--- config.mk ---
export PLATFORM = sky130hd
export DESIGN_NAME = vga_frame_reader
export DESIGN_NICKNAME = d
export VERILOG_FILES = /design/src/rtl/vga_pkg.sv /design/src/rtl/vga_timing_gen.sv /design/src/rtl/vga_frame_reader.sv
export SDC_FILE = /design/constraint.sdc
export NUM_CORES = 1
export LEC_CHECK = 0
export CELL_PAD_IN_SITES_DETAIL_PLACEMENT = 1
export CELL_PAD_IN_SITES_GLOBAL_PLACEMENT = 1
export CORE_UTILIZATION = 39
export DETAILED_ROUTE_END_ITERATION = 10
export PLACE_DENSITY = 0.81
export SLEW_MARGIN = 20
export SYNTH_ARGS = -nofsm -noshare
export SYNTH_HDL_FRONTEND = slang
export SYNTH_SLANG_ARGS = --single-unit
--- constraint.sdc ---
create_clock -name clk_25 -period 3.5 [get_ports clk_25]
set_input_delay 0.35 -clock clk_25 [delete_from_list [all_inputs] [get_ports clk_25]]
set_output_delay 0.35 -clock clk_25 [all_outputs]
set_load 0.05 [all_outputs]
--- src/rtl/vga_pkg.sv ---
// Shared VGA timing defaults, line/frame total helpers and the pixel-control bundle
// carried down the read-latency delay line.
package vga_pkg;

  localparam int H_ACTIVE_DEF = 640;
  localparam int H_FP_DEF     = 16;
  localparam int H_SYNC_DEF   = 96;
  localparam int H_BP_DEF     = 48;
  localparam int V_ACTIVE_DEF = 480;
  localparam int V_FP_DEF     = 10;
  localparam int V_SYNC_DEF   = 2;
  localparam int V_BP_DEF     = 33;

  function automatic int h_total(input int act, input int fp, input int syn, input int bp);
    return act + fp + syn + bp;
  endfunction

  function automatic int v_total(input int act, input int fp, input int syn, input int bp);
    return act + fp + syn + bp;
  endfunction

  typedef struct packed {
    logic hs;
    logic vs;
    logic vis;
    logic win;
    logic brd;
  } pix_ctrl_t;

  // Idle bundle: syncs deasserted, nothing visible.
  localparam pix_ctrl_t PIX_IDLE = '{hs: 1'b1, vs: 1'b1, vis: 1'b0, win: 1'b0, brd: 1'b0};

endpackage

--- src/rtl/vga_timing_gen.sv ---
// Free-running raster counters with raw active-low syncs, visible flag and frame-start strobe.
// Zero latency: outputs describe the current counter state; no backpressure.
module vga_timing_gen
  import vga_pkg::*;
#(
  parameter int H_ACTIVE = H_ACTIVE_DEF,
  parameter int H_FP     = H_FP_DEF,
  parameter int H_SYNC   = H_SYNC_DEF,
  parameter int H_BP     = H_BP_DEF,
  parameter int V_ACTIVE = V_ACTIVE_DEF,
  parameter int V_FP     = V_FP_DEF,
  parameter int V_SYNC   = V_SYNC_DEF,
  parameter int V_BP     = V_BP_DEF,
  parameter int HW       = $clog2(h_total(H_ACTIVE, H_FP, H_SYNC, H_BP) + 1),
  parameter int VW       = $clog2(v_total(V_ACTIVE, V_FP, V_SYNC, V_BP) + 1)
) (
  input  logic          clk_i,
  input  logic          rst_ni,
  output logic [HW-1:0] hc_o,
  output logic [VW-1:0] vc_o,
  output logic          hsync_o,
  output logic          vsync_o,
  output logic          visible_o,
  output logic          frame_start_o
);

  localparam int HT  = h_total(H_ACTIVE, H_FP, H_SYNC, H_BP);
  localparam int VT  = v_total(V_ACTIVE, V_FP, V_SYNC, V_BP);
  localparam int HS0 = H_ACTIVE + H_FP;
  localparam int HS1 = HS0 + H_SYNC;
  localparam int VS0 = V_ACTIVE + V_FP;
  localparam int VS1 = VS0 + V_SYNC;

  logic [HW-1:0] hc_q, hc_d;
  logic [VW-1:0] vc_q, vc_d;

  always_comb begin
    hc_d = hc_q + 1'b1;
    vc_d = vc_q;
    if (hc_q == HW'(HT - 1)) begin
      hc_d = '0;
      vc_d = (vc_q == VW'(VT - 1)) ? '0 : vc_q + 1'b1;
    end
  end

  always_ff @(posedge clk_i or negedge rst_ni) begin
    if (!rst_ni) begin
      hc_q <= '0;
      vc_q <= '0;
    end else begin
      hc_q <= hc_d;
      vc_q <= vc_d;
    end
  end

  assign hc_o          = hc_q;
  assign vc_o          = vc_q;
  assign hsync_o       = ~((hc_q >= HW'(HS0)) && (hc_q < HW'(HS1)));
  assign vsync_o       = ~((vc_q >= VW'(VS0)) && (vc_q < VW'(VS1)));
  assign visible_o     = (hc_q < HW'(H_ACTIVE)) && (vc_q < VW'(V_ACTIVE));
  assign frame_start_o = (hc_q == '0) && (vc_q == '0);

endmodule

--- src/rtl/vga_frame_reader.sv ---
// Streams a window of an N-image grayscale frame buffer to the VGA DAC; sync and colour leave
// RD_LAT+2 clocks after the counter state, no backpressure. Build with VGA_BORDER_EN for a 1-pixel white frame.
module vga_frame_reader
  import vga_pkg::*;
#(
  parameter int H_ACTIVE = H_ACTIVE_DEF,
  parameter int H_FP     = H_FP_DEF,
  parameter int H_SYNC   = H_SYNC_DEF,
  parameter int H_BP     = H_BP_DEF,
  parameter int V_ACTIVE = V_ACTIVE_DEF,
  parameter int V_FP     = V_FP_DEF,
  parameter int V_SYNC   = V_SYNC_DEF,
  parameter int V_BP     = V_BP_DEF,
  parameter int IMG_W    = 460,
  parameter int IMG_H    = 460,
  parameter int N_IMG    = 2,
  parameter int X0       = 90,
  parameter int Y0       = 10,
  parameter int RD_LAT   = 1,
  parameter int BG_GRAY  = 0,
  parameter int AW       = $clog2(IMG_W * IMG_H * N_IMG),
  parameter int IW       = (N_IMG > 1) ? $clog2(N_IMG) : 1
) (
  input  logic          clk_25,
  input  logic          rst_n,
  input  logic          enter,
  output logic [AW-1:0] pixel_address,
  input  logic [7:0]    pixel_data,
  output logic          vga_hsync,
  output logic          vga_vsync,
  output logic          sync_blank,
  output logic          sync_b,
  output logic [7:0]    red,
  output logic [7:0]    green,
  output logic [7:0]    blue,
  output logic [IW-1:0] img_idx,
  output logic          frame_start
);

  localparam int HW = $clog2(h_total(H_ACTIVE, H_FP, H_SYNC, H_BP) + 1);
  localparam int VW = $clog2(v_total(V_ACTIVE, V_FP, V_SYNC, V_BP) + 1);

  if ((X0 + IMG_W > H_ACTIVE) || (Y0 + IMG_H > V_ACTIVE)) begin : g_win_chk
    $error("vga_frame_reader: image window does not fit in the active area");
  end
  if ((RD_LAT < 1) || (RD_LAT > 4)) begin : g_lat_chk
    $error("vga_frame_reader: RD_LAT must be 1..4");
  end

  logic [HW-1:0] hc;
  logic [VW-1:0] vc;
  logic          hs_raw, vs_raw, vis, fs;

  vga_timing_gen #(
    .H_ACTIVE(H_ACTIVE), .H_FP(H_FP), .H_SYNC(H_SYNC), .H_BP(H_BP),
    .V_ACTIVE(V_ACTIVE), .V_FP(V_FP), .V_SYNC(V_SYNC), .V_BP(V_BP),
    .HW(HW), .VW(VW)
  ) u_tgen (
    .clk_i(clk_25), .rst_ni(rst_n), .hc_o(hc), .vc_o(vc), .hsync_o(hs_raw),
    .vsync_o(vs_raw), .visible_o(vis), .frame_start_o(fs)
  );

  logic in_win, brd;
  assign in_win = vis && (hc >= HW'(X0)) && (hc < HW'(X0 + IMG_W))
                      && (vc >= VW'(Y0)) && (vc < VW'(Y0 + IMG_H));

`ifdef VGA_BORDER_EN
  logic on_col, on_row;
  // Integer compares keep X0-1 / Y0-1 meaningful when the window touches the edge.
  assign on_col = ((int'(hc) == X0 - 1) || (int'(hc) == X0 + IMG_W))
                  && (int'(vc) >= Y0 - 1) && (int'(vc) <= Y0 + IMG_H);
  assign on_row = ((int'(vc) == Y0 - 1) || (int'(vc) == Y0 + IMG_H))
                  && (int'(hc) >= X0 - 1) && (int'(hc) <= X0 + IMG_W);
  assign brd    = vis && (on_col || on_row);
`else
  assign brd = 1'b0;
`endif

  logic [1:0] sync_q;
  logic       prev_q, rise;
  logic       pend_q, pend_d, take;
  logic [IW-1:0] img_q, img_d, img_inc;

  assign rise    = sync_q[1] & ~prev_q;
  // An edge landing on the frame-start clock is consumed by that same frame start.
  assign take    = fs && (pend_q || rise);
  assign pend_d  = fs ? 1'b0 : (pend_q | rise);
  assign img_inc = (img_q == IW'(N_IMG - 1)) ? '0 : img_q + 1'b1;
  assign img_d   = take ? img_inc : img_q;

  logic [AW-1:0] base_nxt, row_cur, row_base_q, row_base_d, addr_q, addr_d;

  always_comb begin
    base_nxt = '0;
    for (int i = 0; i < N_IMG; i++) begin
      if (img_d == IW'(i)) base_nxt = AW'(i * IMG_W * IMG_H);
    end
  end

  always_comb begin
    row_cur    = fs ? base_nxt : row_base_q;
    row_base_d = row_cur;
    addr_d     = addr_q;
    if (in_win) begin
      addr_d = row_cur + AW'(hc - HW'(X0));
      if (hc == HW'(X0 + IMG_W - 1)) row_base_d = row_cur + AW'(IMG_W);
    end
  end

  always_ff @(posedge clk_25 or negedge rst_n) begin
    if (!rst_n) begin
      sync_q     <= '0;
      prev_q     <= 1'b0;
      pend_q     <= 1'b0;
      img_q      <= '0;
      row_base_q <= '0;
      addr_q     <= '0;
    end else begin
      sync_q     <= {sync_q[0], enter};
      prev_q     <= sync_q[1];
      pend_q     <= pend_d;
      img_q      <= img_d;
      row_base_q <= row_base_d;
      addr_q     <= addr_d;
    end
  end

  pix_ctrl_t ctrl, pc;
  pix_ctrl_t dly_q [RD_LAT+1];

  assign ctrl = '{hs: hs_raw, vs: vs_raw, vis: vis, win: in_win, brd: brd};
  assign pc   = dly_q[RD_LAT];

  always_ff @(posedge clk_25 or negedge rst_n) begin
    if (!rst_n) begin
      for (int i = 0; i <= RD_LAT; i++) dly_q[i] <= PIX_IDLE;
    end else begin
      dly_q[0] <= ctrl;
      for (int i = 1; i <= RD_LAT; i++) dly_q[i] <= dly_q[i-1];
    end
  end

  logic [7:0] gray_d, gray_q;
  logic       hs_q, vs_q, blank_q, fs_q;

  always_comb begin
    gray_d = 8'h00;
    if (pc.vis) begin
      if (pc.brd)      gray_d = 8'hFF;
      else if (pc.win) gray_d = pixel_data;
      else             gray_d = 8'(BG_GRAY);
    end
  end

  always_ff @(posedge clk_25 or negedge rst_n) begin
    if (!rst_n) begin
      hs_q    <= 1'b1;
      vs_q    <= 1'b1;
      blank_q <= 1'b0;
      gray_q  <= 8'h00;
      fs_q    <= 1'b0;
    end else begin
      hs_q    <= pc.hs;
      vs_q    <= pc.vs;
      blank_q <= pc.vis;
      gray_q  <= gray_d;
      fs_q    <= fs;
    end
  end

  assign pixel_address = addr_q;
  assign vga_hsync     = hs_q;
  assign vga_vsync     = vs_q;
  assign sync_blank    = blank_q;
  assign sync_b        = 1'b0;
  assign red           = gray_q;
  assign green         = gray_q;
  assign blue          = gray_q;
  assign img_idx       = img_q;
  assign frame_start   = fs_q;

endmodule

Yosys cells after proc, flatten, opt, wreduce, memory -nomap -nowiden
Index checks and enable logic that the tools add are counted.
{"block": "totals", "wordCells": 68, "regBits": 83, "inputBits": 11}
{"block": "classes", "bitwise_logic": 5, "addsub": 6, "eq_ne": 3, "mux": 11, "n_lt_le_gt_ge": 10, "reduce_logical": 12}
{"cell": "$mux W19", "n": 3}
{"cell": "$eq A10 B10 Y1 const B", "n": 3}
{"cell": "$lt A10 B10 Y1 const B", "n": 3}
{"cell": "$lt A10 B9 Y1 const B", "n": 3}
{"cell": "$add A10 B1 Y10 const B", "n": 2}
{"cell": "$logic_not A10 Y1", "n": 2}
{"cell": "$mux W10", "n": 2}
{"cell": "$add A19 B19 Y19", "n": 1}
{"cell": "$add A19 B9 Y19 const B", "n": 1}
{"cell": "$mux W18", "n": 1}
{"cell": "$mux W8", "n": 2}
{"cell": "$sub A10 B7 Y11 const B", "n": 1}
{"cell": "$ge A10 B10 Y1 const B", "n": 1}
{"cell": "$ge A10 B4 Y1 const B", "n": 1}
{"cell": "$ge A10 B7 Y1 const B", "n": 1}
{"cell": "$ge A10 B9 Y1 const B", "n": 1}
{"cell": "$logic_and A1 B1 Y1", "n": 9}
{"cell": "$mux W1", "n": 3}
{"cell": "$not A1 Y1", "n": 3}
{"cell": "$add A1 B1 Y1 const B", "n": 1}
{"cell": "$and A1 B1 Y1", "n": 1}
{"cell": "$logic_or A1 B1 Y1", "n": 1}
{"cell": "$or A1 B1 Y1", "n": 1}

Depth between registers and ports, before layout
Gate-level depths: netlist of run 1.
{"block": "logic_depth", "word_depth": 10, "ltp_mapped": 16, "mapped_depth_nobuf": 15}

Modules after synthesis
Synthesis of run 1 repeated with hierarchy kept, for this count alone.
{"block": "unflattened", "hier_cells": 519, "hier_area_um2": 4870.9}
{"mod": "vga_frame_reader", "cells_each": 402, "instances": 1, "area_each_um2": 3757.4}
{"mod": "vga_timing_gen", "cells_each": 117, "instances": 1, "area_each_um2": 1113.6}

Worst setup path after synthesis of run 1
Ideal clock, no wire load.
{"block": "synth_path", "path_kind": "flip-flop to flip-flop", "start": "register u_tgen.hc_q[1], in the netlist u_tgen.hc_o[1]", "end": "register addr_q[12], in the netlist pixel_address[12]", "setup_ps": 135, "path_stages_with_launch": 17, "arrival_ps": 3574, "path_slack_ps": -209, "n_path_buf": 1, "synth_period_minus_slack_ps": 3709, "cell_sequence": "dfrtp_1 > inv_1 > ha_1 > or3b_2 > nor4_4 > nand2_1 > clkbuf_1 > and2_1 > ha_1 > fa_1 > a21o_1 > nand4_1 > a21oi_1 > o21a_1 > o211ai_1 > mux2i_1 > o311ai_1"}
{"block": "synth_via", "elab_chain_cells": 7}
{"element": "start, declared", "line_no": "vga_timing_gen.sv:34", "source": "logic [HW-1:0] hc_q, hc_d;"}
{"element": "start signal, assigned", "line_no": "vga_timing_gen.sv:48", "source": "hc_q <= '0;"}
{"element": "start signal, assigned", "line_no": "vga_timing_gen.sv:51", "source": "hc_q <= hc_d;"}
{"element": "$logic_not A10 Y1", "line_no": "vga_timing_gen.sv:61", "source": "assign frame_start_o = (hc_q == '0) && (vc_q == '0);"}
{"element": "$logic_and A1 B1 Y1", "line_no": "vga_timing_gen.sv:61"}
{"element": "$logic_and A1 B1 Y1", "line_no": "vga_frame_reader.sv:86", "source": "assign take = fs && (pend_q || rise);"}
{"element": "$mux W1", "line_no": "vga_frame_reader.sv:89", "source": "assign img_d = take ? img_inc : img_q;"}
{"element": "$mux W18", "line_no": "vga_frame_reader.sv:96", "source": "if (img_d == IW'(i)) base_nxt = AW'(i * IMG_W * IMG_H);"}
{"element": "$mux W19", "line_no": "vga_frame_reader.sv:101", "source": "row_cur = fs ? base_nxt : row_base_q;"}
{"element": "$add A19 B19 Y19", "line_no": "vga_frame_reader.sv:105", "source": "addr_d = row_cur + AW'(hc - HW'(X0));"}
{"element": "end signal, assigned", "line_no": "vga_frame_reader.sv:124", "source": "addr_q <= addr_d;"}
{"element": "end, declared", "line_no": "vga_frame_reader.sv:91", "source": "logic [AW-1:0] base_nxt, row_cur, row_base_q, row_base_d, addr_q, addr_d;"}
Several ways; a longest one is shown, not always the timed one.
A chain may end at the register's enable or synchronous reset.

Worst setup path after layout of run 1
{"block": "layout_path", "start": "register u_tgen.vc_q[5], in the netlist u_tgen.vc_o[5]", "end": "register addr_q[17], in the netlist pixel_address[17]"}
{"block": "layout_via", "elab_chain_cells": 7}
{"element": "start, declared", "line_no": "vga_timing_gen.sv:35", "source": "logic [VW-1:0] vc_q, vc_d;"}
{"element": "start signal, assigned", "line_no": "vga_timing_gen.sv:52", "source": "vc_q <= vc_d;"}
{"element": "$logic_not A10 Y1", "line_no": "vga_timing_gen.sv:61"}
{"element": "$logic_and A1 B1 Y1", "line_no": "vga_timing_gen.sv:61"}
{"element": "$logic_and A1 B1 Y1", "line_no": "vga_frame_reader.sv:86"}
{"element": "$mux W1", "line_no": "vga_frame_reader.sv:89"}
{"element": "$mux W18", "line_no": "vga_frame_reader.sv:96"}
{"element": "$mux W19", "line_no": "vga_frame_reader.sv:101"}
{"element": "$add A19 B19 Y19", "line_no": "vga_frame_reader.sv:105"}
Several ways; a longest one is shown, not always the timed one.

==> results of run 1 <==
==> layout make-up <==
cell class                      count  area [sq um]
Multi-Input combinational cell    368          2630
Timing Repair Buffer               98           882
Fill cell                        1353          5740
Clock buffer                       10           239
Clock inverter                      6           136
Sequential cell                    83          2080
Inverter                           17          63.8
Tap cell                          147           184
==> critical path, cell delays in order (launching register included) <==
cell,delay (ns)
sky130_fd_sc_hd__dfrtp_1,0.39
sky130_fd_sc_hd__or4_4,0.58
sky130_fd_sc_hd__nor4_4,0.32
sky130_fd_sc_hd__nand2_2,0.11
sky130_fd_sc_hd__and2_2,0.26
sky130_fd_sc_hd__ha_1,0.31
sky130_fd_sc_hd__a211oi_1,0.23
sky130_fd_sc_hd__o21bai_1,0.21
sky130_fd_sc_hd__a21oi_2,0.23
sky130_fd_sc_hd__buf_4,0.14
sky130_fd_sc_hd__a2bb2oi_2,0.06
sky130_fd_sc_hd__nor3_2,0.16
sky130_fd_sc_hd__mux2i_1,0.20
sky130_fd_sc_hd__o311ai_1,0.11
==> cell usage in the layout (no fill, tap or decap), types with 6 or more instances in the layout <==
master,n
sky130_fd_sc_hd__dfrtp_1,77
sky130_fd_sc_hd__nand2_1,58
sky130_fd_sc_hd__clkdlybuf4s50_1,57
sky130_fd_sc_hd__nor2_1,43
sky130_fd_sc_hd__buf_4,40
sky130_fd_sc_hd__xnor2_1,29
sky130_fd_sc_hd__xor2_1,25
sky130_fd_sc_hd__o21ai_0,22
sky130_fd_sc_hd__ha_1,19
sky130_fd_sc_hd__a21oi_1,16
sky130_fd_sc_hd__inv_1,15
sky130_fd_sc_hd__and3_1,13
sky130_fd_sc_hd__nand3_1,13
sky130_fd_sc_hd__nor3_1,9
sky130_fd_sc_hd__clkbuf_16,9
sky130_fd_sc_hd__nand4_1,8
sky130_fd_sc_hd__nand2b_1,7
sky130_fd_sc_hd__o21ai_1,7
sky130_fd_sc_hd__a21o_1,7
sky130_fd_sc_hd__ha_4,7
sky130_fd_sc_hd__o21a_1,6
sky130_fd_sc_hd__dfstp_2,6
==> Yosys cell counts, types with 3 or more instances <==
cell	n	area share
sky130_fd_sc_hd__and3_1	13	0.017
sky130_fd_sc_hd__o21a_1	6	0.0094
sky130_fd_sc_hd__xnor2_1	29	0.053
sky130_fd_sc_hd__xor2_1	25	0.046
sky130_fd_sc_hd__nand2_1	63	0.050
sky130_fd_sc_hd__a211oi_1	5	0.0079
sky130_fd_sc_hd__clkbuf_1	11	0.0087
sky130_fd_sc_hd__o21ai_1	5	0.0052
sky130_fd_sc_hd__nand3_1	14	0.015
sky130_fd_sc_hd__and2_1	8	0.010
sky130_fd_sc_hd__dfrtp_1	77	0.40
sky130_fd_sc_hd__ha_1	29	0.076
sky130_fd_sc_hd__buf_4	17	0.027
sky130_fd_sc_hd__o211ai_1	3	0.0047
sky130_fd_sc_hd__nand2b_1	7	0.0092
sky130_fd_sc_hd__nor3_1	10	0.010
sky130_fd_sc_hd__dfstp_2	6	0.033
sky130_fd_sc_hd__buf_1	3	0.0024
sky130_fd_sc_hd__a21o_1	7	0.011
sky130_fd_sc_hd__a21oi_1	22	0.023
sky130_fd_sc_hd__mux2i_1	3	0.0063
sky130_fd_sc_hd__nor2_1	43	0.034
sky130_fd_sc_hd__inv_1	16	0.013
sky130_fd_sc_hd__nand4_1	8	0.010
sky130_fd_sc_hd__o21ai_0	26	0.027
==> kinds of logic after synthesis <==
family                   Yosys count
other                              1
adder cells (fa/ha/maj)           30
AO/OA/AOI/OAI                     89
AND/OR/NAND/NOR                  191
flip-flops                        83
buffers and inverters             50
multiplexers                       3
XOR/XNOR                          54
==> metrics by stage <==
step / util / setup WS, ns / area [sq um]
floorplan: - / -0.0859 / 4810
global placement: 0.469 / 0.0811 / 5620
detailed placement: 0.469 / -0.0515 / 5620
CTS: 0.504 / -0.0348 / 6030
global route: 0.520 / -0.116 / 6220
finish: 0.520 / 0.0512 / 6220
==> per-layer routing <==
layer,track usage,wire length [um],vias to the layer above
met2,0.354,6660,100
met5,0,0,-
met3,0.0389,591,28
li1,-,-,1845
met4,0.0818,344,0
met1,0.256,5600,1933
==> final timing paths <==
kind | startpoint | endpoint | slack, ns | cells past startpoint
max | u_tgen.vc_o[5] | pixel_address[17] | 0.05 | 13
min | rst_n | pixel_address[14] | 0.09 | 1
max reg2reg | u_tgen.vc_o[5] | pixel_address[17] | 0.05 | 13
min reg2reg | sync_q[0] | sync_q[1] | 0.35 | 0
max in group asynchronous | rst_n | vga_hsync | 2.57 | 2
min in group clk_25 | sync_q[0] | sync_q[1] | 0.35 | 0
==> flip-flops by register name, indices dropped and copies added (netlist names) <==
signal,count
blue,8
dly_q,8
frame_start,1
img_idx,1
pend_q,1
pixel_address,19
prev_q,1
row_base_q,19
sync_blank,1
sync_q,2
u_tgen.hc_o,10
u_tgen.vc_o,10
vga_hsync,1
vga_vsync,1
==> power groups by stage <==
stage / sequential (W) / combinational [W] / clock, W
finish: 0.000962 / 0.0000325 / 0.00118
global route: 0.000962 / 0.0000372 / 0.00124
CTS: 0.000962 / 0.0000341 / 0.00120
detailed placement: 0.000979 / 0.0000340 / 0
global placement: 0.000979 / 0.0000339 / 0
floorplan: 0.000980 / 0.00000384 / 0
==> repair_timing <==
| item | in CTS | in global routing |
|---|---|---|
| hold buffers | 0 | 0 |
| pin swaps | 1 | 12 |
| endpoints found under the setup margin | 8 | 15 |
| resized for setup | 7 | 31 |
| setup buffers | 0 | 7 |
==> results list, run 1 <==
* Status: finished clean
* Time the final worst path needs with I/O delays and setup: 3.45 ns
- Internal power comes to approximately 0.0018 W.
- Clock tree from TritonCTS: yes
- Combinational cell fraction of total power: 0.015
* Simple-gate share of the synthesized area: 0.202
* Clock slew at the register clock pins of the worst setup and hold paths: roughly 0.06 ns
- Die outline width: 113 um
- Global routing finished with a remaining overflow of 0.
- Number of standard cells after synthesis: 501
- Dividing the final minimum period by the clock period gives 0.985.
- Die area: 0.0127 sq mm
- Headroom to the max-slew limit came out at 0.451.
- The later pin in the worst-skew pair is clocked with a latency of 0.35 ns.
- Of the total power, the share spent switching nets is 0.191.
- Dividing the detail-routed via count by the number of cells gives around 5.4.
* Share of power burned in registers: 0.442
- Total negative slack: 0 ns
- The count of endpoints failing hold in the final timing report is 0.
- The core region is 0.0120 sq mm.
* DP HPWL: 8.92 mm
- Fraction of layout cells with a size suffix above 1: 0.189
- Complex-gate fraction of the synthesized area: 0.121
* Initial antenna violation count: 0
* Flip-flop and latch count after synthesis: 83
- Counting every net in the synthesized netlist gives 542.
- For the worst setup path, the data arrival time is 3.66 ns.
* Vias post-DR: 3906
- Number of cell rows: 40
* Number of design-rule violations left by the first detailed-router iteration: between 150 and 200
- Maximum number of pins on one net before global-route repair: 64
- The clock arrives with 0.00719 ns of skew.
* Peak supply drop: approximately 240 uV
- Averaged over all synthesized cells, the footprint is 9.52 sq um.
- The die is 113 um tall.
- TritonCTS Sinks: 83
* IO Pins: 60
- The worst setup path is captured at a register.
- Weighted congestion at the end of routability-driven global placement: 0.840
- Critical path type: reg2reg
* Number of buffers added by the clock tree synthesis step: 9
* Number of cells in the finished layout apart from fillers: about 730
* Post-synthesis mux area share: 0.00630
- STA classifies the critical path startpoint as a register.
- Antenna diode instance count: 0
- Cell total after placement: 706
- At the end of the flow, the number of nets in the layout was 618.
- Of all nets on the critical path, the largest fanout is 3.
- Setup violations, final: 0
- After synthesis the cells add up to 0.00477 sq mm.
- Prevailing post-synth register cell: sky130_fd_sc_hd__dfrtp_1
* First-pass GRT wire length: 20.5 mm
* Number of remaining DRC errors: 0
- In this run the deepest clock path goes through 2 buffers.
* Number of flops mapped to enable cells by yosys: 0
- Net switching power: 0.000415 W
- Gr usage total: 0.207
- Xor and xnor fraction of the mapped netlist area: 0.0992
- In this run the worst hold path is classified as in2async.
- The routed design has 13.2 mm of wire.
* Portion of total power attributed to the clock network: 0.543
* Required arrival time at the worst endpoint: 3.71 ns
- For this run, asynchronously set or reset flops after synthesis account for 1.00.
* Number of warnings reported in the yosys synthesis log: 0
* Wirelength per Cell: approximately 18 um
- Post-route worst hold slack: about 0.089 ns
- Derived from the worst setup path, the maximum achievable clock frequency is about 290 MHz.
* Sequential fraction of the synthesis area: 0.437
- Overall power consumption after layout is estimated at 0.00218 W.
- RSZ-0062 raised after global routing: true
* Maximum level of the CTS H-tree: 3
- First-pass detailed-route iteration total: 5
- During placement, the flow inserted port buffers numbering 58.
- Main combinational cell family by area after synthesis: simple AND/OR/NAND/NOR gates
- For this design the ratio of total power to cell area is around 350 mW/mm^2.
- Final Max Slew Viols: 0
- The tool flagged a number of max-cap violations equal to 0.
* Leakage: ~2.9 nW
- The tree is rooted in a sky130_fd_sc_hd__clkbuf_16.
- The number of global-route vias before repair was 4086.
* Remaining antenna violation count after routing: 0
- The initial utilization of the core area, before any placement, comes to 0.399.
- Adder-cell area share of the yosys netlist: 0.0803
- Slew at the pin closest to its max-slew limit: 0.824 ns
* Post-synthesis cell type count: 60
- The area growth from synthesis to layout is 30.4%.
No activity file was read; power rests on OpenSTA's default activity.
==> run 2: changes to the inputs <==
- PLACE_DENSITY: 0.81 -> 0.86
==> run 2 against run 1 <==
The flow now finishes with violations (negative setup slack); sequential power is essentially flat; setup slack lost 0.15 ns; worst hold slack lost 0.054 ns; global-route usage grew 1.5 points; total power shrank 3.1%; combinational power is essentially flat; cell area grew 1.3%; die area is the same; flip-flop and latch count is the same.
==> results list, run 2 (synthesized netlist as in run 1, its figures left out) <==
- Most common cell after layout, fill and taps aside: sky130_fd_sc_hd__dfrtp_1
- Leakage: between 2 and 3 nW
- Clock slew at the register clock pins of the worst setup and hold paths: 0.07 ns
- The initial antenna violation count came to 0.
- Violated checks: negative setup slack
- Required arrival time at the worst endpoint: 3.72 ns
- Largest stage delay on the critical path: 0.58 ns
- The first detailed-routing pass took 5 iterations.
- The number of antenna diodes in the final layout is 0.
- Adding up every negative setup slack in the final design gives -0.611 ns.
* Number of remaining DRC errors: 0
* Top cell by count, worst path: sky130_fd_sc_hd__nand2_1
- The signal on the critical path passes through or4_4, nor4_4, nand2_2, buf_6, nand2_1, nand2_1, ha_2, nand3_1, nor2_1, a21oi_2, nor3b_4, o21ai_1, xnor2_1, o21ai_0.
- Leaving out fill and tap cells, the most frequent cells in the layout are sky130_fd_sc_hd__dfrtp_1 (76), sky130_fd_sc_hd__nand2_1 (60), sky130_fd_sc_hd__clkdlybuf4s50_1 (57), sky130_fd_sc_hd__buf_4 (48), sky130_fd_sc_hd__nor2_1 (43).
- The count of buffers added on input and output ports is between 50 and 60.
* TritonCTS Sinks: 83
- Pwr dens: approximately 330 mW/mm^2
- Type of the worst min-delay path: in2async
- Clk Tree Root Cell: sky130_fd_sc_hd__clkbuf_16
- The max-slew violation total from the final report was 0.
- For the pin with the worst max-slew slack, the measured transition is 0.783 ns.
- Endpoint arrival time on the critical path: 3.82 ns
* Gr usage total: 0.221
- Number of design-rule violations left by the first detailed-router iteration: 294
- In this run the horizontal extent of the chip is between 100 and 150 um.
- Number of cell rows: 40
- IO Pins: 60
* Total Routed Length: 16.0 mm
- Along the worst path, the maximum fanout reaches 8.
- STA classifies the critical path startpoint as a register.
- Utilization of the core after routing: 0.527
* Max-capacitance violation count: 0
- The finished cells cover 0.00630 sq mm.
- After detailed routing, the number of vias per cell comes to around 5.7.
- For the worst-skew pair, the clock arrives at the later sink with an insertion delay of approximately 0.35 ns.
- At the end of routability-driven placement, the weighted congestion stood at 0.819.
- Maximum level of the CTS H-tree: 3
- The region available for standard cell placement spans approximately 0.012 sq mm.
- Total count of hold-check failures in the final report: 0
* Standard cell with the maximum stage delay on the critical path: sky130_fd_sc_hd__or4_4
- Critical path buffer and inverter count: 1
- Clock buffer depth: 2
- Top Family by Delay on Critical Path: simple AND/OR/NAND/NOR gates
- The worst register-to-register path begins at u_tgen.vc_o[5].
* Remaining antenna violation count after routing: 0
* Final nets: 627
- Vias post-DR: 4202
- Setup ws final: -0.101 ns
- Die area: 0.0127 sq mm
* Area after detailed placement: 0.00559 sq mm
- Starting density of the core: 0.399
- The number of global-route vias before repair is ~4200.
- Number of buffers added by the clock tree synthesis step: 9
* Wirelength per Cell: 21.7 um
* Peak supply drop: 249 uV
* Clock tree from TritonCTS: yes
- Setup violations remaining at the end of the flow were counted as 10.
* Maximum number of pins on one net before global-route repair: 84
- The HPWL after detailed placement is slightly below 9 mm.
- # hold bufs at CTS: 0
- The worst path in the final design needs a cycle of 3.60 ns, including I/O delays and setup.
- Setup repair after global routing could not meet its margin everywhere.
- Launch point of the critical path: u_tgen.vc_o[5]
- Relative to the synthesized area, the layout overhead comes to 32.1%.
- Setup skew after layout: 0.00808 ns
- The flow ran to the end, but the final reports show violations.
- Global route total overflow: 0
- Kind of capture point of the worst setup path: register
- Fraction of layout cells with a size suffix above 1: 0.217
- Headroom to the max-slew limit came out at 0.478.
- The first global-routing pass estimated 21.9 mm of wire.
- Y dimension of the die: 113 um
- Critical path type: reg2reg
- Static timing analysis puts the maximum clock frequency at 278 MHz.
- The design draws 0.00211 W.
- Dividing the final minimum period by the clock period gives 1.03.
[run 2: cell count changes in the layout (fill, tap and decap cells not counted), moves of 3 or more]
cell,before,now
sky130_fd_sc_hd__a21oi_2,5,11
sky130_fd_sc_hd__o21ai_1,7,12
sky130_fd_sc_hd__nand2_2,5,2
sky130_fd_sc_hd__a21oi_1,16,9
sky130_fd_sc_hd__o21ai_0,22,18
sky130_fd_sc_hd__buf_4,40,48
[run 2: layout make-up]
cell class / count / area, sq um
Fill cell: 1322 / 5660
Tap cell: 147 / 184
Timing Repair Buffer: 107 / 953
Multi-Input combinational cell: 368 / 2670
Sequential cell: 83 / 2090
Inverter: 17 / 63.8
Clock inverter: 5 / 100
Clock buffer: 11 / 243
[run 2: through the flow]
stage / worst slack, ns / hold WS, ns / instances
detailed placement: -0.0719 / 0.338 / 703
floorplan: -0.0859 / 0.0544 / 501
finish: -0.101 / 0.0353 / 738
global placement: 0.0953 / 0.332 / 703
global route: -0.270 / 0.122 / 738
CTS: 0.00497 / 0.241 / 722
[run 2: worst paths after layout]
check / endpoint / slack, ns / cells past startpoint
worst max-delay path: pixel_address[13] / -0.10 / 14
worst min-delay path: pixel_address[16] / 0.04 / 1
worst max register to register: pixel_address[13] / -0.10 / 14
worst min register to register: sync_q[1] / 0.35 / 0
max in group asynchronous: u_tgen.vc_o[2] / 2.84 / 1
min in group clk_25: sync_q[1] / 0.35 / 0
[run 2: worst register-to-register path, stage by stage (launching register included)]
cell                      delay, ns
sky130_fd_sc_hd__dfrtp_1       0.40
sky130_fd_sc_hd__or4_4         0.58
sky130_fd_sc_hd__nor4_4        0.33
sky130_fd_sc_hd__nand2_2       0.19
sky130_fd_sc_hd__buf_6         0.19
sky130_fd_sc_hd__nand2_1       0.07
sky130_fd_sc_hd__nand2_1       0.09
sky130_fd_sc_hd__ha_2          0.42
sky130_fd_sc_hd__nand3_1       0.19
sky130_fd_sc_hd__nor2_1        0.27
sky130_fd_sc_hd__a21oi_2       0.08
sky130_fd_sc_hd__nor3b_4       0.17
sky130_fd_sc_hd__o21ai_1       0.23
sky130_fd_sc_hd__xnor2_1       0.16
sky130_fd_sc_hd__o21ai_0       0.11
[run 2: layer usage]
metal  vias up  global-route usage  part of all wire
li1       1870                   -                 -
met4         0              0.0933             0.037
met3        47              0.0308             0.039
met5         -                   0                 0
met2       166               0.412              0.53
met1      2119               0.252              0.40
[run 2: timing repair]
action | CTS | global route
resized for setup | 9 | 48
setup endpoints to repair | 11 | 17
setup buffers | 3 | 16
pin swaps | 6 | 24
[run 2: power breakdown]
group	total [W]	internal [W]	switching, W
logic	0.0000326	0.0000101	0.0000226
clock network	0.00112	0.000715	0.000400
registers	0.000962	0.000961	0.000000474
total	0.00211	0.00169	0.000423
==> edit 1 (config.mk and constraints of run 2) <==
The option `VGA_BORDER_EN` is turned on by a define.
--- a/src/rtl/vga_frame_reader.sv
+++ b/src/rtl/vga_frame_reader.sv
@@ -1,5 +1,7 @@
 // Streams a window of an N-image grayscale frame buffer to the VGA DAC; sync and colour leave
 // RD_LAT+2 clocks after the counter state, no backpressure. Build with VGA_BORDER_EN for a 1-pixel white frame.
+`define VGA_BORDER_EN
+
 module vga_frame_reader
   import vga_pkg::*;
 #(
Check against the original RTL: same outputs for any inputs over 10 cycles, from zero or initial values and one cycle with rst_n low; that may be too few to reach the edited logic, so the function may still have changed.
==> edit 1 against run 2 <==
Clock power decreased by 12%; sequential power increased by 2.4%; wire length increased by 32%; sequential cell count is 2 higher; via count rose by 18%; setup slack worse by 0.50 ns; total power decreased by 5.1%; area after synthesis is 6.7% higher; the run still ends with negative setup slack left; critical endpoint is now pixel_address[17]; design area up 17%.
==> edit 1: results (changes against run 2) <==
Power
  – P_sw: 453.0 µW (was 423.4 µW)
  – LEAKAGE: 0.003361 µW (was 0.002931 µW)
  – Worst VDD drop: 0.3680 mV (was 0.2489 mV)

Finish
  – Post-Layout Cell Count: 843 (was 738)
  – Nets: 711 (was 627)
  – Layout cells sized above 1: 33.53% (was 21.66%)

Run status
  – Status: complete, but fails checks (unchanged)
  – Failing checks: negative setup slack (unchanged)

Yosys
  – Netlist cell types: 57 (was 60)
  – Syn Nets: 570 (was 542)

STA
  – Final worst slack: -0.5999 ns (was -0.1006 ns)
  – Worst-Margin Slew: 0.8001 ns (was 0.7826 ns)
  – Clock Skews: 0.02034 ns (was 0.008082 ns)
  – Hold Slack: 0.03337 ns (was 0.03534 ns)
  – Final setup fails: 20 (was 10)

GRT
  – Met1 GRT Util: 30.61% (was 25.22%)
  – Vias in the first global route: 5354 (was 4215)
  – First-pass GRT wire length: 29.18 mm (was 21.91 mm)
  – GRT met3 Usage: 7.109% (was 3.078%)

Place
  – Placer congestion estimate: 0.8511 (was 0.8185)

Route
  – Per-cell routed wire length: 24.94 µm (was 21.66 µm)
  – Initial DRC Count: 336 (was 294)

Setup path
  – CP max stage delay: 0.56 ns (was 0.58 ns)

CTS
  – Postcts setup bufs: 17 (was 3)
  – Clock latency on the worst-skew pair: 0.37 ns (was 0.35 ns)
  – Cts repair resizes: 63 (was 9)
-- edit 1: worst reg2reg max path, delay by kind of cell, from the launching register on --
kind | cells | cell delay [ns]
compound gates | 6 | 1.61
simple gates | 5 | 1.52
flops | 1 | 0.38
buf+inv | 2 | 0.33
fa+ha+maj | 1 | 0.21
-- edit 1: cell families after synthesis --
group | count (synthesis) | synth area share, %
xor gates and xnor gates | 47 | 8.085
AOI/OAI and AO/OA | 105 | 13.66
DFF | 85 | 41.93
other | 1 | 0.07366
buffers and inverters | 57 | 5.628
muxes | 17 | 3.711
adders and majority gates | 34 | 8.503
and+or+nand+nor | 179 | 18.41
-- edit 1: path summary, 6_finish.rpt --
kind,start,slack [ns],end
setup / recovery,u_tgen.vc_o[8],-0.60,pixel_address[17]
hold / removal,rst_n,0.03,pixel_address[14]
setup reg to reg,u_tgen.vc_o[8],-0.60,pixel_address[17]
hold reg to reg,dly_q[3],0.36,vga_vsync
max in group asynchronous,rst_n,2.89,row_base_q[0]
min in group clk_25,dly_q[3],0.36,vga_vsync
-- edit 1: power by group through the flow --
| stage | Combinational, µW | Sequential (µW) | Clock, µW |
|---|---|---|---|
| finish | 34.0 | 985 | 984 |
| CTS | 35.5 | 985 | 977 |
| global placement | 33.9 | 1000 | 0 |
| detailed placement | 35.3 | 1000 | 0 |
| global route | 38.9 | 985 | 1040 |
| floorplan | 3.78 | 1000 | 0 |
-- edit 1: area by class of cell --
class | instances | area, µm²
clock buffer | 11 | 232.7
clock inverter | 5 | 58.81
fill | 1376 | 5299
inverter | 17 | 63.81
multi-input combinational | 383 | 3192
sequential | 85 | 2135
tap | 172 | 215.2
timing repair buffer | 170 | 1475
==> edit 2 (settings of run 2) <==
Made on the original files. Reset style: synchronous (`rst_n` and `rst_ni`), changed in 4 clocked blocks.
--- a/src/rtl/vga_timing_gen.sv
+++ b/src/rtl/vga_timing_gen.sv
@@ -43,7 +43,7 @@
     end
   end
 
-  always_ff @(posedge clk_i or negedge rst_ni) begin
+  always_ff @(posedge clk_i) begin
     if (!rst_ni) begin
       hc_q <= '0;
       vc_q <= '0;
--- a/src/rtl/vga_frame_reader.sv
+++ b/src/rtl/vga_frame_reader.sv
@@ -107,7 +107,7 @@
     end
   end
 
-  always_ff @(posedge clk_25 or negedge rst_n) begin
+  always_ff @(posedge clk_25) begin
     if (!rst_n) begin
       sync_q     <= '0;
       prev_q     <= 1'b0;
@@ -131,7 +131,7 @@
   assign ctrl = '{hs: hs_raw, vs: vs_raw, vis: vis, win: in_win, brd: brd};
   assign pc   = dly_q[RD_LAT];
 
-  always_ff @(posedge clk_25 or negedge rst_n) begin
+  always_ff @(posedge clk_25) begin
     if (!rst_n) begin
       for (int i = 0; i <= RD_LAT; i++) dly_q[i] <= PIX_IDLE;
     end else begin
@@ -152,7 +152,7 @@
     end
   end
 
-  always_ff @(posedge clk_25 or negedge rst_n) begin
+  always_ff @(posedge clk_25) begin
     if (!rst_n) begin
       hs_q    <= 1'b1;
       vs_q    <= 1'b1;
Behaviour: differs if rst_n is asserted again (counterexample within 4 cycles, from zero or initial values and one cycle with rst_n low); with rst_n held inactive, the same outputs for 10 cycles.
==> edit 2 against run 2 <==
The flow still finishes with violations (negative setup slack); clock skew fell by 0.0021 ns; area after synthesis rose by 2.9%; design area rose by 0.30%; wire length rose by 15%; synthesized cell count rose by 16%; worst hold slack improved by 0.37 ns; sequential share of layout area fell by 6.8 points; sequential cell count did not move; setup slack got worse by 0.035 ns; critical path type unchanged; largest cell class unchanged.
Power is not compared: it rests on default switching activity, and its combinational part moved more than twofold at a synthesized area within 25%.
==> edit 2: results (changes against run 2) <==
Yosys
  – Top cells by area, synth: dfxtp_1, ha_1, a21oi_1, xnor2_1, and2_1 (was dfrtp_1, ha_1, xnor2_1, nand2_1, xor2_1)
  – Syn Nets: 624 (was 542)
  – Netlist cell types: 73 (was 60)
  – Yosys Warn Count: 0 (unchanged)
  – Sequential area share after synthesis: 33.87% (was 43.70%)
  – Commonest cells post-synth: dfxtp_1, a21oi_1, nor2_1 (was dfrtp_1, nand2_1, nor2_1)
  – Average size of a mapped cell: 8.415 µm² (was 9.520 µm²)
  – Post-synth ARST share: 0% (was 100.0%)

Run status
  – Status: complete, but fails checks (unchanged)
  – Failing checks: negative setup slack (unchanged)

Place
  – Placed Cells incl. Taps: 794 (was 703)
  – Buffers on Ports: 58 (unchanged)
  – Post-DP Area: 0.005667 mm² (was 0.005593 mm²)
  – DP Worst Slack: -0.06639 ns (was -0.07187 ns)
  – Post-detail-place hpwl: 10.68 mm (was 8.922 mm)
  – Placer congestion estimate: 0.8747 (was 0.8185)

STA
  – Setup TNS Final: -0.4931 ns (was -0.6111 ns)
  – Hold Slack: 0.4070 ns (was 0.03534 ns)
  – Final setup fails: 7 (was 10)
  – Final worst slack: -0.1355 ns (was -0.1006 ns)
  – Clock Skews: 0.005948 ns (was 0.008082 ns)
  – Worst slew margin: 34.30% (was 47.83%)

CTS
  – H-tree depth: 3 (unchanged)
  – CTS max path bufs: 2 (unchanged)
  – TritonCTS buffer count: 9 (unchanged)
  – Clock latency on the worst-skew pair: 0.35 ns (about the same)

Setup path
  – Slowest library cell on the worst path: fa_2 (was or4_4)
  – CP Max Fanout: 5 (was 8)
  – Worst R2R Path Depth: 15 (was 14)
  – Crit. Startpoint: u_tgen.hc_o[1] (was u_tgen.vc_o[5])
  – RR Endpoint: pixel_address[18] (was pixel_address[13])
  – CP Data Arrival Time: 3.86 ns (was 3.82 ns)
  – CP max stage delay: 0.45 ns (was 0.58 ns)
  – CP Capture Point: pixel_address[18] (was pixel_address[13])

GRT
  – Number of antenna violations at the first check in global routing: 0 (unchanged)
  – Met1 GRT Util: 29.03% (was 25.22%)
  – Vias in the first global route: 4889 (was 4215)
  – First-pass GRT wire length: 25.02 mm (was 21.91 mm)
  – Largest net degree at the start of global routing: 31 (was 84)
  – Met2 Use GR: 43.27% (was 41.15%)
  – GRT met3 Usage: 3.706% (was 3.078%)
  – Gr usage total: 24.39% (was 22.11%)

Finish
  – Layout cells sized above 1: 18.90% (was 21.66%)
  – Diode count: 0 (unchanged)
  – Nets: 692 (was 627)

Route
  – 1st-pass router iterations: 5 (unchanged)
  – DR WL met2: 9.289 mm (was 8.447 mm)
  – Initial DRC Count: 478 (was 294)
  – Vias after detailed routing: 5023 (was 4202)
  – Met3 wire length: 1.148 mm (was 620 µm)
  – Per-cell routed wire length: 22.33 µm (was 21.66 µm)
  – Met1 WL: 7.047 mm (was 6.322 mm)
  – DR top layer: met4 (unchanged)
  – DRT Wirelength: 18.40 mm (was 15.98 mm)

Power
  – LEAKAGE: ~0.0025 µW
  – Worst VDD drop: ~0.23 mV

Min path
  – Worst min path class: reg2reg (was in2async)
## edit 2: changes by cell type in the layout (fill, tap and decap cells not counted), sizes merged, moves of 11 or more
cell / change
dfxtp: +83
dfrtp: -77
nand2: -24
a21oi: +22
and2: +19
xor2: -11
## edit 2: cell type report
| cell class | count | area, µm² |
|---|---|---|
| Fill cell | 1435 | 5792 |
| Multi-Input combinational cell | 438 | 3178 |
| Sequential cell | 83 | 1664 |
| Timing Repair Buffer | 101 | 908.4 |
| Clock buffer | 10 | 239.0 |
| Tap cell | 168 | 210.2 |
| Inverter | 18 | 71.32 |
| Clock inverter | 6 | 48.80 |
## edit 2: worst max-delay path: cells and delay by family, from the launching register on
family                     cells  cell delay (ns)
AOI/OAI and AO/OA              5             1.10
and+or+nand+nor                5             1.03
adders and majority gates      3             0.78
DFF                            1             0.33
buffers and inverters          2             0.27
## edit 2: repair_timing
action                     CTS  global route
buffers inserted             2            11
gates cloned                 0             1
pin swaps                    4            17
setup endpoints to repair    8            12
gates resized for setup     12            42
## edit 2: power groups by stage
stage	logic (µW)	registers, µW	clock network (µW)
after CTS	430	973	941
after floorplan	279	1000	0
after global placement	382	993	0
after detailed placement	401	995	0
final	560	976	943
after global routing	588	976	990
## edit 2: kinds of logic (layout without fill, tap and decap cells)
| kind of cell | Yosys count | count (layout) | synth area share (%) |
|---|---|---|---|
| xor+xnor | 38 | 38 | 6.784 |
| flops | 83 | 83 | 33.87 |
| mux | 12 | 12 | 2.678 |
| simple gates | 224 | 224 | 25.27 |
| buf+inv | 62 | 135 | 6.656 |
| fa+ha+maj | 30 | 30 | 7.804 |
| other cells | 1 | 1 | 0.07644 |
| compound gates | 133 | 133 | 16.86 |
